**config.mk**
```make
export PLATFORM = sky130hd
export DESIGN_NAME = miner_work_ctrl
export DESIGN_NICKNAME = d
export VERILOG_FILES = /design/src/rtl/miner_work_ctrl.sv
export SDC_FILE = /design/constraint.sdc
export NUM_CORES = 1
export LEC_CHECK = 0
export ABC_AREA = 1
export CAP_MARGIN = 20
export CORE_AREA = 2 2 549 551
export DETAILED_ROUTE_END_ITERATION = 8
export DIE_AREA = 0 0 551 553
export GPL_TIMING_DRIVEN = 0
export PLACE_DENSITY = 0.4
export SYNTH_ARGS = -nofsm -noshare
export SYNTH_HDL_FRONTEND = slang
export SYNTH_SLANG_ARGS = --single-unit
export TNS_END_PERCENT = 1
```
**constraint.sdc**
```tcl
create_clock -name hash_clk -period 52.3 [get_ports hash_clk]
set_clock_uncertainty 0.2 [all_clocks]
set_input_delay 7.845 -clock hash_clk [delete_from_list [all_inputs] [get_ports hash_clk]]
set_output_delay 7.845 -clock hash_clk [all_outputs]
set_load 0.01 [all_outputs]
```
**src/rtl/miner_work_ctrl.sv**
```systemverilog
// miner_work_ctrl: work sequencing for the double-SHA-256 hasher pair.
// It drives the shared loop counter, issues one nonce per LOOP cycles and
// qualifies hash2 results. Golden nonces are queued in a small FIFO, which
// is drained into the serial transmitter under a busy handshake.
module miner_work_ctrl #(
    parameter int          LOOP_LOG2   = 5,
    parameter int          FIFO_LOG2   = 2,
    // Value loaded into issue_cnt by new work; nonzero only to reach the
    // end of the nonce range quickly in simulation.
    parameter logic [32:0] ISSUE_START = 33'd0
) (
    input  logic         hash_clk,
    input  logic         reset,
    input  logic [255:0] midstate_in,
    input  logic [255:0] data2_in,
    input  logic         work_valid,
    input  logic [31:0]  hash2_top,
    output logic [255:0] state_out,
    output logic [511:0] data_out,
    output logic [5:0]   cnt,
    output logic         feedback,
    output logic [31:0]  nonce_out,
    output logic [31:0]  tx_word,
    output logic         tx_send,
    input  logic         tx_busy,
    output logic         exhausted,
    output logic         fifo_overflow
);

    localparam int          LOOP     = 1 << LOOP_LOG2;
    localparam int          OFFSET   = (LOOP_LOG2 == 0) ? 131 :
                                       (LOOP_LOG2 == 1) ? 66  : (1 << (7 - LOOP_LOG2)) + 1;
    localparam logic [32:0] OFFSET33 = 33'(OFFSET);
    localparam logic [32:0] END_CNT  = 33'h1_0000_0000 + OFFSET33;
    localparam logic [5:0]  CNT_MASK = 6'(LOOP - 1);
    localparam int          DEPTH    = 1 << FIFO_LOG2;
    localparam logic [FIFO_LOG2:0]   FCNT_ONE = 1;
    localparam logic [FIFO_LOG2:0]   FCNT_MAX = DEPTH;
    localparam logic [FIFO_LOG2-1:0] PTR_ONE  = 1;
    // SHA-256 padding for the 80-byte header: 0x80 marker and bit length 640.
    localparam logic [383:0] PAD     = {32'h0000_0280, 320'd0, 32'h8000_0000};

    typedef enum logic [1:0] {IDLE, RUN, DONE} work_state_t;
    typedef enum logic [1:0] {T_IDLE, T_HI, T_LO} tx_state_t;

    work_state_t work_state, work_nxt;
    tx_state_t   tx_state, tx_nxt;

    logic [5:0]  cnt_next;
    logic        fb_d1;
    logic        issue_slot, check_stb, run, at_end;
    logic [32:0] issue_cnt;
    logic [32:0] nonce_adj;
    logic [95:0] data_buf;
    logic        golden_r;
    logic [31:0] golden_nonce;

    logic [DEPTH-1:0][31:0] fifo_mem;
    logic [FIFO_LOG2-1:0]   wr_ptr, rd_ptr;
    logic [FIFO_LOG2:0]     fifo_cnt;
    logic                   fifo_empty, fifo_full, push, push_ok, pop;
    logic                   send_now;

    // Only the tail of the second data word reaches the hasher.
    logic data2_unused;
    assign data2_unused = ^data2_in[255:96];

    assign cnt_next   = (cnt + 6'd1) & CNT_MASK;
    assign issue_slot = (cnt_next == 6'd0);
    assign check_stb  = !fb_d1;
    assign run        = (work_state == RUN);
    assign at_end     = (issue_cnt == END_CNT);
    assign nonce_adj  = issue_cnt - OFFSET33;
    assign nonce_out  = issue_cnt[31:0];

    // Loop control free-runs in every state so the hashers never stall.
    always_ff @(posedge hash_clk or posedge reset) begin
        if (reset) begin
            cnt      <= 6'd0;
            feedback <= 1'b0;
            fb_d1    <= 1'b0;
        end else begin
            cnt      <= cnt_next;
            feedback <= (cnt_next != 6'd0);
            fb_d1    <= feedback;
        end
    end

    // Work FSM state register.
    always_ff @(posedge hash_clk or posedge reset) begin
        if (reset) work_state <= IDLE;
        else       work_state <= work_nxt;
    end

    // Work FSM next state: new work always restarts, range end drains to DONE.
    always_comb begin
        work_nxt = work_state;
        if (work_valid)
            work_nxt = RUN;
        else if (run && at_end)
            work_nxt = DONE;
    end

    // Work latch, nonce issue and range-exhaustion flag.
    always_ff @(posedge hash_clk or posedge reset) begin
        if (reset) begin
            state_out <= '0;
            data_buf  <= '0;
            data_out  <= '0;
            issue_cnt <= '0;
            exhausted <= 1'b0;
        end else begin
            if (work_valid) begin
                state_out <= midstate_in;
                data_buf  <= data2_in[95:0];
                issue_cnt <= ISSUE_START;
            end else if (run && !at_end && issue_slot) begin
                data_out  <= {PAD, issue_cnt[31:0], data_buf};
                issue_cnt <= issue_cnt + 33'd1;
            end
            if (work_valid)
                exhausted <= 1'b0;
            else if (run && at_end)
                exhausted <= 1'b1;
        end
    end

    // Golden check; the nonce is captured with the hit so a later issue
    // in the same slot cannot skew it. The first OFFSET results are stale.
    always_ff @(posedge hash_clk or posedge reset) begin
        if (reset) begin
            golden_r     <= 1'b0;
            golden_nonce <= '0;
        end else begin
            golden_r <= run && check_stb && (hash2_top == 32'd0) && (issue_cnt >= OFFSET33);
            if (check_stb)
                golden_nonce <= nonce_adj[31:0];
        end
    end

    assign fifo_empty = (fifo_cnt == '0);
    assign fifo_full  = (fifo_cnt == FCNT_MAX);
    assign push       = golden_r;
    assign pop        = send_now;
    assign push_ok    = push && (!fifo_full || pop);

    // Golden-nonce FIFO; survives work reloads, lost only on reset.
    always_ff @(posedge hash_clk or posedge reset) begin
        if (reset) begin
            fifo_mem <= '0;
            wr_ptr   <= '0;
            rd_ptr   <= '0;
            fifo_cnt <= '0;
        end else begin
            if (push_ok) begin
                fifo_mem[wr_ptr] <= golden_nonce;
                wr_ptr           <= wr_ptr + PTR_ONE;
            end
            if (pop)
                rd_ptr <= rd_ptr + PTR_ONE;
            if (push_ok && !pop)
                fifo_cnt <= fifo_cnt + FCNT_ONE;
            else if (pop && !push_ok)
                fifo_cnt <= fifo_cnt - FCNT_ONE;
        end
    end

    // Sticky drop flag; a drop in the reload cycle still registers.
    always_ff @(posedge hash_clk or posedge reset) begin
        if (reset)
            fifo_overflow <= 1'b0;
        else if (push && !push_ok)
            fifo_overflow <= 1'b1;
        else if (work_valid)
            fifo_overflow <= 1'b0;
    end

    // TX FSM state register.
    always_ff @(posedge hash_clk or posedge reset) begin
        if (reset) tx_state <= T_IDLE;
        else       tx_state <= tx_nxt;
    end

    // TX FSM: send when idle, then wait for a full busy rise/fall cycle.
    always_comb begin
        tx_nxt   = tx_state;
        send_now = 1'b0;
        case (tx_state)
            T_IDLE: if (!fifo_empty && !tx_busy) begin
                        send_now = 1'b1;
                        tx_nxt   = T_HI;
                    end
            T_HI:   if (tx_busy)  tx_nxt = T_LO;
            T_LO:   if (!tx_busy) tx_nxt = T_IDLE;
            default: tx_nxt = T_IDLE;
        endcase
    end

    // Registered strobe and word; the word holds until the next send.
    always_ff @(posedge hash_clk or posedge reset) begin
        if (reset) begin
            tx_send <= 1'b0;
            tx_word <= '0;
        end else begin
            tx_send <= send_now;
            if (send_now)
                tx_word <= fifo_mem[rd_ptr];
        end
    end

endmodule

```
==> out/results.tsv <==
metric	value	unit
status	completed	
cts_resized	0	
critPathCaptureType	output pin	
combPwrFrac	0.203	
crit_chain	buf_4, clkdlybuf4s50_1	
finalMaxSlewViolations	0	
totalWireLength	219000	um
p_seq_frac	0.373	
gp_congestion	0.891	
cts_tree	built	
placed_cells_incl_taps	9316	
rows	201	
tns	0	ns
pre_cts_ws	40.94	ns
grtUsageTotal	0.140	
worstSetupPathType	reg2out	
path_clk_slew	0.06	ns
overflow	0	
die_w	551	um
cpPeakStageDelay	1.05	ns
dr.pass1.iters	6	
period_minus_slack	10.42	ns
fp.coreArea	0.299	mm2
required	44.26	ns
whs	0.187	ns
initialDrtViolationCount	1947	
p_total	1.71	mW
synthDominantCellAreaShare	0.534	
finalHoldViolCount	0	
clockBufferDepth	4	
utilization	0.176	
relSlewSlack	0.369	
ant_nets	0	
fp.dieH	553	um
cpLargestDelayFamily	buffers and inverters	
syn_avg_cell_area	8.28	um2
synth_common_cells	nand2_1 (1812), dfrtp_1 (727), buf_4 (438), nor2_1 (187), o21ai_0 (154)	
via_count	31690	
power.switching	533	uW
ys_warn_count	0	
clk_latency	0.86	ns
setup.worst_path.start_class	flop	
synth_edf_count	0	
layout.nets	6022	
worst_slew_pin_slew	0.943	ns
post-route-period-util	0.199	
ir_worst_vdd	0.0267	mV
postCtsHoldBufs	0	
netlist_area	0.0341	mm2
place_area	0.0493	mm2
antenna_found_initial	112	
clock-sinks	727	
drcViolationCount	0	
rsz0062_at_grt	false	
port-buffer-count	847	
clkPwrFrac	0.424	
wl_per_cell	23.0	um
vias_per_cell	3.33	
timing.fmax	95.9	MHz
numCtsBuffers	103	
dieArea	0.305	mm2
grt_pass1_wl	288000	um
drive_gt1_frac	0.130	
crit_path_top_delay_cell	clkdlybuf4s50_1	
crit_buf_inv	2	
design_area	0.0527	mm2
hold_class	reg2reg	
yosysSeqAreaShare	0.534	
synth_seq_cells	727	
async_reset_ff_frac	1.00	
place_hpwl	187000	um
htree_levels	3	
synthCells	4116	
cap_violations	0	
internal_power	1.18	mW
start_util	0.114	
yosysTopAreaCell	dfrtp_1	
worst-path-max-fanout	2	
grt_start_max_net_pins	116	
final_cells	9517	
r2r_slack	49.10	ns
grt_pass1_vias	31826	
yosysMostFrequentCell	nand2_1	
ys_top_cells_by_area	dfrtp_1 (53%), nand2_1 (20%), buf_4 (9.7%)	
leakagePower	25.4	nW
cts.root.buffer_cell	clkbuf_16	
boundaryPins	1390	
area_delta_synth_final	54.8	%
yosys.cell_types.count	35	
critPathArrivalTime	2.38	ns
pwr_density_cell	32.4	mW/mm2
p_sw_frac	0.312	
setup_viol	0	
post_cts_buffers	0	
layout_setup_ws	41.88	ns
synthFlopType	dfrtp_1	
state kept, by name, summed over array words and instances, names as in the netlist, 3 cells and up:
signal	cells
state_out	256
data_out	129
fifo_mem	128
data_buf	96
issue_cnt	33
golden_nonce	32
tx_word	32
cnt	5
fifo_cnt	3
kinds of logic after synthesis:
group | after synthesis | share of synthesized area
AO/OA/AOI/OAI | 304 | 0.0484
AND/OR/NAND/NOR | 2248 | 0.265
multiplexers | 1 | 0.000331
XOR/XNOR | 27 | 0.00694
adder cells (fa/ha/maj) | 11 | 0.00426
buffers and inverters | 797 | 0.141
flip-flops | 727 | 0.534
other | 1 | 0.000110
final timing paths:
kind | start | endpoint | depth (start not counted)
setup / recovery | issue_cnt[16] | nonce_out[16] | 2
hold / removal | feedback | fb_d1 | 0
setup reg to reg | fifo_cnt[0] | fifo_cnt[1] | 11
hold reg to reg | feedback | fb_d1 | 0
max in group asynchronous | reset | data_out[20] | 5
min in group asynchronous | reset | state_out[164] | 2
final cells by class:
class                           instances  area [um2]
Inverter                              138         526
Multi-Input combinational cell       2973       12500
Buffer                                659        4300
Tap cell                             3958        4950
Antenna cell                           18        45.0
Timing Repair Buffer                  861        8810
Clock buffer                          138        2880
Fill cell                           33755      246000
Clock inverter                         45         537
Sequential cell                       727       18200
per-layer routing:
metal | up-vias | routed length, um | GRT usage
met5 | - | 786 | 0
met4 | 120 | 9850 | 0.0558
met3 | 352 | 25300 | 0.0716
met2 | 1147 | 106000 | 0.239
met1 | 15186 | 77500 | 0.145
li1 | 14885 | - | -
power groups by stage:
stage / clock (mW) / sequential (mW) / combinational (mW)
after floorplan: 0 / 0.655 / 0.132
after global placement: 0 / 0.648 / 0.349
after detailed placement: 0 / 0.647 / 0.353
after CTS: 0.753 / 0.638 / 0.354
after global routing: 0.772 / 0.643 / 0.377
final: 0.725 / 0.638 / 0.346
cells in the final DEF, fill, tap and decap left out, drive strengths merged, types with 74 or more instances in the layout:
cell / n
buf: 544
clkbuf: 267
clkdlybuf4s50: 847
conb: 382
dfrtp: 727
inv: 142
nand2: 1818
nand3: 74
nand4: 140
nor2: 204
o21ai: 190
worst reg2reg max path, stage by stage (launching register included):
cell and delay [ns]:
dfrtp_1 0.44, nor2_1 0.13, nand2_1 0.17, nand2_1 0.39, nand2_1 0.12, nand2_2 0.24, buf_2 0.29, inv_1 0.12
ha_1 0.21, inv_1 0.09, fa_1 0.41, mux2_2 0.28
(Power assumes the default switching activity.)
